File: src/rtl/status_led_seq_pkg.sv
// status_led_seq shared types.
// State encoding for the status LED sequencer.
package status_led_seq_pkg;

    typedef enum logic [1:0] {
        ST_IDLE = 2'd0,
        ST_RUN  = 2'd1,
        ST_PASS = 2'd2,
        ST_FAIL = 2'd3
    } state_e;

endpackage

File: src/rtl/status_led_seq_if.sv
// Status in / LED drive out bundle between the test fixture,
// the sequencer and the board top.
interface status_led_seq_if;
    logic       i_running;
    logic       i_passed;
    logic       o_led_r;
    logic       o_led_g;
    logic       o_led_b;
    logic [1:0] o_state;

    modport master (
        output i_running,
        output i_passed,
        input  o_led_r,
        input  o_led_g,
        input  o_led_b,
        input  o_state
    );

    modport slave (
        input  i_running,
        input  i_passed,
        output o_led_r,
        output o_led_g,
        output o_led_b,
        output o_state
    );
endinterface

File: src/rtl/status_led_seq_timebase.sv
// Pattern timebase: tick prescaler, pattern phase and free-running
// PWM counter. i_restart realigns a new pattern to phase 0.
module led_timebase #(
    parameter int TICK_DIV = 93_750,
    parameter int PWM_BITS = 7
) (
    input  logic                i_clk,
    input  logic                i_rst_n,
    input  logic                i_restart,
    output logic [PWM_BITS:0]   o_phase,
    output logic [PWM_BITS-1:0] o_pwm_cnt
);
    localparam int DIV_W = (TICK_DIV > 1) ? $clog2(TICK_DIV) : 1;
    localparam logic [DIV_W-1:0] DIV_LAST = DIV_W'(TICK_DIV - 1);

    logic [DIV_W-1:0] presc;
    logic             tick;

    assign tick = (presc == DIV_LAST);

    always_ff @(posedge i_clk or negedge i_rst_n) begin
        if (!i_rst_n) begin
            presc     <= '0;
            o_phase   <= '0;
            o_pwm_cnt <= '0;
        end else begin
            o_pwm_cnt <= o_pwm_cnt + 1'b1;
            if (i_restart) begin
                presc   <= '0;
                o_phase <= '0;
            end else if (tick) begin
                presc   <= '0;
                o_phase <= o_phase + 1'b1;
            end else begin
                presc   <= presc + 1'b1;
            end
        end
    end
endmodule

File: src/rtl/status_led_seq.sv
// Status LED sequencer: turns the fixture's running/passed pair into
// idle glow, run blink, breathing pass and fast-blink fail on the RGB LED.
module status_led_seq
    import status_led_seq_pkg::*;
#(
    parameter int TICK_DIV  = 93_750,
    parameter int PWM_BITS  = 7,
    parameter int IDLE_DUTY = 16
) (
    input  logic              i_clk,
    input  logic              i_rst_n,
    status_led_seq_if.slave   bus
);
    logic                r_run;
    logic                r_run_q;
    logic                r_pass;
    logic                rise;
    logic                fall;
    state_e              state;
    state_e              state_d;
    logic                restart;
    logic [PWM_BITS:0]   phase;
    logic [PWM_BITS-1:0] pwm_cnt;
    logic [PWM_BITS-1:0] tri_v;
    logic                led_r, led_g, led_b;
    logic                nxt_r, nxt_g, nxt_b;

    assign rise    = r_run & ~r_run_q;
    assign fall    = ~r_run & r_run_q;
    assign restart = (state_d != state);

    always_ff @(posedge i_clk or negedge i_rst_n) begin
        if (!i_rst_n) begin
            r_run   <= 1'b0;
            r_run_q <= 1'b0;
            r_pass  <= 1'b0;
            state   <= ST_IDLE;
            led_r   <= 1'b0;
            led_g   <= 1'b0;
            led_b   <= 1'b0;
        end else begin
            r_run   <= bus.i_running;
            r_run_q <= r_run;
            r_pass  <= bus.i_passed;
            state   <= state_d;
            led_r   <= nxt_r;
            led_g   <= nxt_g;
            led_b   <= nxt_b;
        end
    end

    always_comb begin
        state_d = state;
        unique case (state)
            ST_IDLE: if (rise) state_d = ST_RUN;
            ST_RUN:  if (fall) state_d = r_pass ? ST_PASS : ST_FAIL;
            ST_PASS: if (rise) state_d = ST_RUN;
            ST_FAIL: if (rise) state_d = ST_RUN;
            default: state_d = ST_IDLE;
        endcase
    end

    // Fold the phase into a rising-then-falling breathing ramp.
    assign tri_v = phase[PWM_BITS] ? ~phase[PWM_BITS-1:0]
                                   : phase[PWM_BITS-1:0];

    always_comb begin
        nxt_r = 1'b0;
        nxt_g = 1'b0;
        nxt_b = 1'b0;
        unique case (state)
            ST_IDLE: nxt_b = (pwm_cnt < PWM_BITS'(IDLE_DUTY));
            ST_RUN:  nxt_b = ~phase[PWM_BITS];
            ST_PASS: nxt_g = (pwm_cnt < tri_v);
            ST_FAIL: nxt_r = ~phase[PWM_BITS-2];
            default: ;
        endcase
    end

    led_timebase #(
        .TICK_DIV (TICK_DIV),
        .PWM_BITS (PWM_BITS)
    ) u_timebase (
        .i_clk     (i_clk),
        .i_rst_n   (i_rst_n),
        .i_restart (restart),
        .o_phase   (phase),
        .o_pwm_cnt (pwm_cnt)
    );

    assign bus.o_state = state;
    assign bus.o_led_r = led_r;
    assign bus.o_led_g = led_g;
    assign bus.o_led_b = led_b;
endmodule
File: src/flat_wrapper.sv
// flat-port wrapper written by rule: the top's interface ports become plain ports
module status_led_seq_flat import status_led_seq_pkg::*;
#(
    parameter int TICK_DIV  = 93_750,
    parameter int PWM_BITS  = 7,
    parameter int IDLE_DUTY = 16
)
  (i_clk, i_rst_n, bus_i_running, bus_i_passed, bus_o_led_r, bus_o_led_g, bus_o_led_b, bus_o_state);
  status_led_seq_if bus_i ();
  input  logic i_clk;
  input  logic i_rst_n;
  input wire logic [$bits(bus_i.i_running)-1:0] bus_i_running;
  input wire logic [$bits(bus_i.i_passed)-1:0] bus_i_passed;
  output wire logic [$bits(bus_i.o_led_r)-1:0] bus_o_led_r;
  output wire logic [$bits(bus_i.o_led_g)-1:0] bus_o_led_g;
  output wire logic [$bits(bus_i.o_led_b)-1:0] bus_o_led_b;
  output wire logic [$bits(bus_i.o_state)-1:0] bus_o_state;
  assign bus_i.i_running = bus_i_running;
  assign bus_i.i_passed = bus_i_passed;
  assign bus_o_led_r = bus_i.o_led_r;
  assign bus_o_led_g = bus_i.o_led_g;
  assign bus_o_led_b = bus_i.o_led_b;
  assign bus_o_state = bus_i.o_state;
  status_led_seq #(.TICK_DIV(TICK_DIV), .PWM_BITS(PWM_BITS), .IDLE_DUTY(IDLE_DUTY)) u_core (.i_clk(i_clk), .i_rst_n(i_rst_n), .bus(bus_i));
endmodule
File: config.mk
export PLATFORM = sky130hd
export DESIGN_NAME = status_led_seq_flat
export DESIGN_NICKNAME = d
export VERILOG_FILES = /design/src/rtl/status_led_seq_pkg.sv /design/src/rtl/status_led_seq_if.sv /design/src/rtl/status_led_seq_timebase.sv /design/src/rtl/status_led_seq.sv /design/src/flat_wrapper.sv
export SDC_FILE = /design/constraint.sdc
export NUM_CORES = 1
export LEC_CHECK = 0
export ABC_AREA = 1
export ABC_CLOCK_PERIOD_IN_PS = 1800
export BUFFER_PORTS_ARGS = -buffer_cell sky130_fd_sc_hd__buf_2
export CAP_MARGIN = 20
export CELL_PAD_IN_SITES_DETAIL_PLACEMENT = 0
export CELL_PAD_IN_SITES_GLOBAL_PLACEMENT = 1
export CORE_MARGIN = 1.5
export CORE_UTILIZATION = 35
export DETAILED_ROUTE_END_ITERATION = 10
export GPL_TIMING_DRIVEN = 0
export PLACE_DENSITY_LB_ADDON = 0.1
export SLEW_MARGIN = 20
export SYNTH_ARGS = -nofsm -noshare
export SYNTH_HDL_FRONTEND = slang
export SYNTH_SLANG_ARGS = --single-unit
File: constraint.sdc
create_clock -name i_clk -period 1.8 [get_ports i_clk]
set_input_delay 0.27 -clock i_clk [delete_from_list [all_inputs] [get_ports i_clk]]
set_output_delay 0.27 -clock i_clk [all_outputs]
set_load 0.02 [all_outputs]
==> key figures, run 1 <==
Detailed routing
  • DR iter-0 viols: 71
  • Via density: 4.64
  • Via count: 1817
  • DRC viols: 0
  • Drt wl/cell: 12.7 um
  • DRT antenna net count: 0
  • Final WL: 4970 um
  • Pre-antenna DRT Iters: 4

Logic synthesis
  • Count leader, synth: nand2_1
  • Syn. warnings: 0
  • Sequential area share after synthesis: 42.4%
  • Post-synth top area share: 42.4%
  • Yosys reg bits: 40
  • Most frequent cells after synthesis: 72 x nand2_1, 52 x nor2_1, 40 x dfrtp_1
  • Post-synthesis cell area: 2360 um2
  • Most used DFF post-synth: dfrtp_1
  • Top area cells in the synthesized netlist: dfrtp_1 42%, nand2_1 11%, nor2_1 8.3%
  • Synth cell types: 26
  • Syn avg cell area: 7.89 um2
  • Post-synth EDFFs: 0
  • Post-Synthesis Cells: 299
  • Fraction of registers with async set/reset: 100%
  • Post-synth top area cell: dfrtp_1
  • Syn_nets: 313

Critical path
  • Critical Path End Type: flip-flop
  • Max stage delay cell, worst path: dfrtp_1
  • Kind of start point of the critical path: flip-flop
  • CP peak stage delay: 0.45 ns
  • CP top delay family: simple AND/OR/NAND/NOR gates
  • Crit path arrival time: 1.78 ns
  • Critical path's most frequent cell: nand3_1
  • Critical path class: reg -> reg
  • WP data required: 1.99 ns
  • CP Cell Sequence: ha_1 -> nand3_1 -> nor2_4 -> nand3_4 -> buf_6 -> nand3_1 -> nand2_1
  • CP Max Fanout: 10
  • WP buf/inv: 1

Power and ir drop
  • Clock power share: 35.3%
  • Gate power share: 16.6%
  • VDD IR max: 0.314 mV
  • Switching portion of total power: 29.4%
  • Internal: 0.00150 W
  • Reg power frac: 48.1%
  • P_sw: 0.000626 W
  • Pleak: 1.19 nW
  • PwrDens: 816 nW/um2

Job
  • Max Cap Viol: 0

Global route
  • Initial antenna violation count: 0
  • First-pass GRT wire length: 8560 um
  • Largest net degree at the start of global routing: 41
  • Overflow after GRT: 0
  • GRT Overall Usage: 15.2%
  • Vias in the first global route: 1738

Floorplan
  • FP Rows: 29
  • Chip width: 85.1 um
  • Initial core utilization: 36.7%
  • Full die area: 7240 um2
  • Ports: 9
  • Core Area: 6420 um2
  • Die Ht: 85.1 um

Cells and area
  • Register Area: 1000 um2
  • Layout Cells excl Fill: 392
  • Fin nets: 328
  • Filler instances: 680
  • Final instance area: 2610 um2
  • Util after Layout: 40.6%
  • Syn-to-layout area delta: 10.5%
  • Inserted Diodes: 0
  • Layout cell share with drive strength beyond 1: 13.7%
  • Multi-input logic area: 1160 um2

CTS
  • Setup Buffers After CTS: 0
  • # clock sinks: 40
  • TritonCTS clock tree: done
  • H-tree depth: 2
  • CTS Buf Count: 5
  • Worst-skew pair later-pin latency: 0.30 ns
  • Clock Path Buffers: 2
  • Clock Tree Root: clkbuf_8
  • Hold Buf Count CTS: 0
  • CTS resizes: 0
  • Clock transition at path regs: 0.09 ns

Outcome
  • Outcome: completed

Placement
  • Port Buf Inserts: 8
  • HPWL Detailed: 3720 um
  • Final Wtd Congestion: 0.762
  • Worst slack, placed: 0.240 ns
  • Placed Area: 2500 um2
  • Cells after DPL: 384

Worst hold path
  • Min-Delay Path Class: in -> reg

STA
  • Minimum clock period: 1.58 ns
  • RSZ-0062 raised after global routing: no
  • Worst Tran Pin Value: 0.931 ns
  • Slew HR: 37.9%
  • Finish-stage setup viols: 0
  • Fin worst setup slack: 0.217 ns
  • Final hold violations: 0
  • Slew Viols, Final: 0
  • Final Cycle Share: 88.0%
  • Max Fclk: 0.632 GHz
  • Post-Route Setup TNS: 0 ns
  • Clock Skews: 0.00579 ns
layout make-up:
| cell class | instances | area share [%] |
|---|---|---|
| clock inverters | 3 | 1.63 |
| flip-flops and latches | 40 | 38.4 |
| plain buffers | 7 | 3.12 |
| clock buffers | 5 | 2.64 |
| well taps | 77 | 3.69 |
| inverters | 30 | 4.32 |
| repair buffers | 8 | 1.54 |
| multi-input cells | 222 | 44.7 |
registers in the layout, summed over array words and instances, names as in the netlist:
register	count
u_core.r_run_q	1
u_core.r_run	1
u_core.bus.o_led_r	1
u_core.u_timebase.o_pwm_cnt	7
u_core.bus.o_state	2
u_core.bus.o_led_g	1
u_core.u_timebase.o_phase	8
u_core.u_timebase.presc	17
u_core.bus.o_led_b	1
u_core.r_pass	1
final timing paths:
path / from / endpoint / slack, ns / depth (start not counted)
worst max-delay path: u_core.u_timebase.presc[0] / u_core.u_timebase.o_phase[5] / 0.22 / 7
worst min-delay path: bus_i_running / u_core.r_run / 0.08 / 1
worst max register to register: u_core.u_timebase.presc[0] / u_core.u_timebase.o_phase[5] / 0.22 / 7
worst min register to register: u_core.r_run / u_core.r_run_q / 0.39 / 0
max in group asynchronous: i_rst_n / u_core.u_timebase.presc[10] / 1.12 / 1
min in group asynchronous: i_rst_n / u_core.u_timebase.o_pwm_cnt[5] / 0.11 / 1
placed cells by master, fill, tap and decap left out, types with 2 or more instances in the layout:
cell       n
a21oi_1    5
buf_2      8
buf_6      4
clkbuf_8   6
dfrtp_1   40
ha_1      10
inv_1     22
inv_2      7
nand2_1   72
nand2_2    6
nand3_1   32
nand4_1    3
nor2_1    52
nor2_2     3
nor2_4     2
nor3_1     6
o21ai_0    4
o21bai_1   3
xnor2_1   10
xor2_1    10
metrics by stage:
step | hold WS [ns] | power, W
CTS | 0.0659 | 0.00216
detailed placement | 0.370 | 0.00140
global placement | 0.376 | 0.00140
finish | 0.0754 | 0.00213
global route | 0.0557 | 0.00224
floorplan | -0.0256 | 0.00128
kinds of logic after synthesis:
group,synth area share [%]
flops,42.4
buf+inv,8.22
fa+ha+maj,5.30
xor+xnor,7.42
simple gates,33.1
compound gates,3.50
layer usage:
| layer | up-vias | global-route usage, % | wire length (um) |
|---|---|---|---|
| met2 | 18 | 22.7 | 2090 |
| met4 | 0 | 4.47 | 56 |
| met1 | 820 | 22.1 | 2700 |
| met5 | - | 0 | 0 |
| met3 | 5 | 3.21 | 129 |
| li1 | 974 | - | - |
power by group through the flow:
stage / clock, W / combinational [W] / sequential [W]
detailed placement: 0 / 0.000360 / 0.00104
CTS: 0.000775 / 0.000361 / 0.00102
global placement: 0 / 0.000357 / 0.00104
global route: 0.000819 / 0.000393 / 0.00103
floorplan: 0 / 0.000228 / 0.00106
finish: 0.000751 / 0.000353 / 0.00102
Power figures use the tool's default switching activity.
==> run 2: changes to the inputs <==
Settings changed: BUFFER_PORTS_ARGS -buffer_cell sky130_fd_sc_hd__buf_2 to -buffer_cell sky130_fd_sc_hd__buf_4, PLACE_DENSITY from default to 0.63, PLACE_DENSITY_LB_ADDON 0.1 to default, TNS_END_PERCENT from default to 1.
==> run 2 against run 1 <==
  * The flow now finishes with violations (design-rule violations)
  * Sequential power about the same
  * Power increased by 1.8%
  * Via count increased by 1.6%
  * Sequential share of layout area is 0.49 points lower
  * Register-to-register slack gained 0.06 ns
  * Critical path depth rose by 1
  * Clock power increased by 3.6%
  * Clock skew rose by 0.0023 ns
  * Hold slack worse by 0.0083 ns
  * Largest power group unchanged
==> key figures, run 2 (synthesis gave the netlist of run 1 again) <==
Critical path
  • CP top delay family: simple AND/OR/NAND/NOR gates
  • Critical path class: reg -> reg
  • R2R depth: 8 (+1)
  • Critical path's most frequent cell: nand2_1
  • Max stage delay cell, worst path: dfrtp_1
  • CP Max Fanout: 4 (-6)
  • Critical Path End Type: flip-flop
  • Crit. path cell count: 8 (+1)
  • Reg2reg setup slack: 0.28 ns (+0.06 ns)
  • WP buf/inv: 1 (unchanged)
  • WP data required: 2.04 ns (+0.05 ns)
  • Reg-to-Reg End: u_core.u_timebase.o_phase[6]
  • Kind of start point of the critical path: flip-flop
  • CP Cell Sequence: inv_1 -> ha_1 -> nand2_1 -> nor3_1 -> nand2_1 -> nor2_1 -> nand3_1 -> nand2_1
  • R2R Path Start: u_core.u_timebase.presc[1]
  • CP peak stage delay: 0.42 ns (-0.03 ns)
  • Crit path arrival time: 1.77 ns (about the same)

CTS
  • Clock Tree Root: clkbuf_8
  • TritonCTS clock tree: done
  • # clock sinks: 40 (unchanged)
  • Clock Path Buffers: 2 (unchanged)
  • H-tree depth: 2 (unchanged)
  • Clock transition at path regs: 0.09 ns (about the same)
  • Worst-skew pair later-pin latency: 0.30 ns (about the same)
  • CTS Buf Count: 5 (unchanged)

Detailed routing
  • Via count: 1846 (+1.6%)
  • Drt wl/cell: 12.8 um (+1.3%)
  • DRC viols: 1 (+1)
  • Via density: 4.70 (+1.3%)
  • Final WL: 5050 um (+1.5%)
  • DRT antenna net count: 0 (unchanged)
  • Pre-antenna DRT Iters: 7 (+3)
  • DR iter-0 viols: 57 (-20%)

Cells and area
  • Util after Layout: 41.1% (+0.53 points)
  • Top flop regs: u_core.u_timebase.presc (17), u_core.u_timebase.o_phase (8), u_core.u_timebase.o_pwm_cnt (7)
  • Most common cell after layout, fill and taps aside: nand2_1
  • Filler instances: 671 (-1.3%)
  • Layout cell share with drive strength beyond 1: 13.6% (-0.043 points)
  • Largest register FFs: 17 (unchanged)
  • Inserted Diodes: 0 (unchanged)
  • Commonest cells after routing, fill and taps aside: 72 x nand2_1, 52 x nor2_1, 40 x dfrtp_1, 32 x nand3_1, 22 x inv_1
  • Most flops, register: u_core.u_timebase.presc
  • Multi-input logic area: 1160 um2 (unchanged)
  • Register Area: 1000 um2 (unchanged)
  • Syn-to-layout area delta: 11.9%
  • Layout Cells excl Fill: 393 (+0.26%)
  • Fin nets: 329 (+0.30%)
  • Final instance area: 2640 um2 (+1.3%)

Worst hold path
  • Min-Delay Path Class: in -> reg
  • Worst Hold Launch: bus_i_passed
  • Hold path depth: 1 (unchanged)
  • Hold endpoint: u_core.r_pass

STA
  • Clock Skews: 0.00806 ns (+0.00227 ns)
  • Final hold violations: 0 (unchanged)
  • Final Cycle Share: 84.7% (-3.3 points)
  • Slew HR: 64.2% (+26 points)
  • Slew Viols, Final: 0 (unchanged)
  • Post-Route Setup TNS: 0 ns (unchanged)
  • RSZ-0062 raised after global routing: no
  • Max Fclk: 0.656 GHz (+3.9%)
  • Finish-stage setup viols: 0 (unchanged)
  • Worst Tran Pin Value: 0.536 ns (-0.395 ns)
  • Minimum clock period: 1.52 ns (-0.0590 ns)

Global route
  • GRT Overall Usage: 15.2% (-0.019 points)
  • Initial antenna violation count: 0 (unchanged)
  • First-pass GRT wire length: 8560 um (about the same)
  • Largest net degree at the start of global routing: 41 (unchanged)
  • Overflow after GRT: 0 (unchanged)
  • Vias in the first global route: 1723 (-0.86%)

Floorplan
  • Ports: 9 (unchanged)
  • Full die area: 7240 um2 (unchanged)
  • Core Area: 6420 um2 (unchanged)
  • Chip width: 85.1 um (unchanged)
  • FP Rows: 29 (unchanged)
  • Die Ht: 85.1 um (unchanged)
  • Initial core utilization: 36.7% (unchanged)

Placement
  • Final Wtd Congestion: 0.759 (-0.45%)
  • Placed Area: 2520 um2 (+0.80%)
  • HPWL Detailed: 3740 um (+0.38%)
  • Cells after DPL: 384 (unchanged)
  • Port Buf Inserts: 8 (unchanged)

Outcome
  • Violated checks: design-rule violations
  • Outcome: finished, violations left

Power and ir drop
  • VDD IR max: 0.387 mV (+23%)
  • PwrDens: 821 nW/um2 (+0.54%)
  • Pleak: 1.20 nW (+0.88%)

Job
  • Max Cap Viol: 0 (unchanged)
-- run 2: cell count changes in the layout (fill, tap and decap cells not counted) --
cell           change
buf_4              +8
inv_6              +1
clkinv_2           -1
buf_2              -8
dlygate4sd3_1      +1
-- run 2: worst max path at each step --
| stage | endpoint | start | slack, ns |
|---|---|---|---|
| 2_1_floorplan | u_core.bus.o_led_g | u_core.u_timebase.o_phase[7] | 0.42 |
| 3_3_place_gp | u_core.u_timebase.presc[14] | u_core.u_timebase.presc[0] | 0.26 |
| 3_5_place_dp | u_core.u_timebase.o_phase[6] | u_core.u_timebase.presc[1] | 0.27 |
| 4_1_cts | u_core.u_timebase.o_phase[2] | u_core.u_timebase.presc[1] | 0.26 |
| 5_1_grt | u_core.u_timebase.o_phase[1] | u_core.u_timebase.presc[0] | 0.09 |
| 6_report | u_core.u_timebase.o_phase[6] | u_core.u_timebase.presc[1] | 0.28 |
-- run 2: worst register-to-register path, cell delays in order, from the launching register on --
cell and delay [ns]:
dfrtp_1 0.42, inv_1 0.07, ha_1 0.18, nand2_1 0.07, nor3_1 0.13, nand2_1 0.08, nor2_1 0.32, nand3_1 0.12
nand2_1 0.08
-- run 2: layout make-up --
type / instances / share of cell area (%)
multi-input combinational: 222 / 44.1
sequential: 40 / 37.9
inverter: 30 / 4.26
tap: 77 / 3.65
buffer: 7 / 3.08
timing repair buffer: 9 / 2.65
clock buffer: 5 / 2.61
clock inverter: 3 / 1.75
-- run 2: through the flow --
stage | setup slack, ns | power [W] | hold WS, ns
floorplan | 0.420 | 0.00128 | -0.0256
global placement | 0.264 | 0.00141 | 0.293
detailed placement | 0.268 | 0.00141 | 0.298
CTS | 0.263 | 0.00221 | 0.0596
global route | 0.0920 | 0.00229 | 0.0555
finish | 0.276 | 0.00217 | 0.0671
-- run 2: power breakdown --
group	switching, W	leakage (nW)	total, W	internal [W]
clock	0.000360	0.0548	0.000778	0.000418
combinational	0.000221	0.621	0.000363	0.000142
sequential	0.0000630	0.524	0.00103	0.000964
total	0.000644	1.20	0.00217	0.00152
-- run 2: timing repair --
action,4_1_cts,5_1_grt
endpoints found under the hold margin,40,0
setup buffers,0,0
resized for setup,0,0
hold buffers,1,0
setup endpoints to repair,0,0
-- run 2: per-layer routing --
layer	track usage (%)	vias to the layer above	wire [um]
li1	-	975	-
met1	21.4	849	2610
met2	23.5	17	2250
met3	2.92	5	130
met4	4.92	0	63
met5	0	-	0
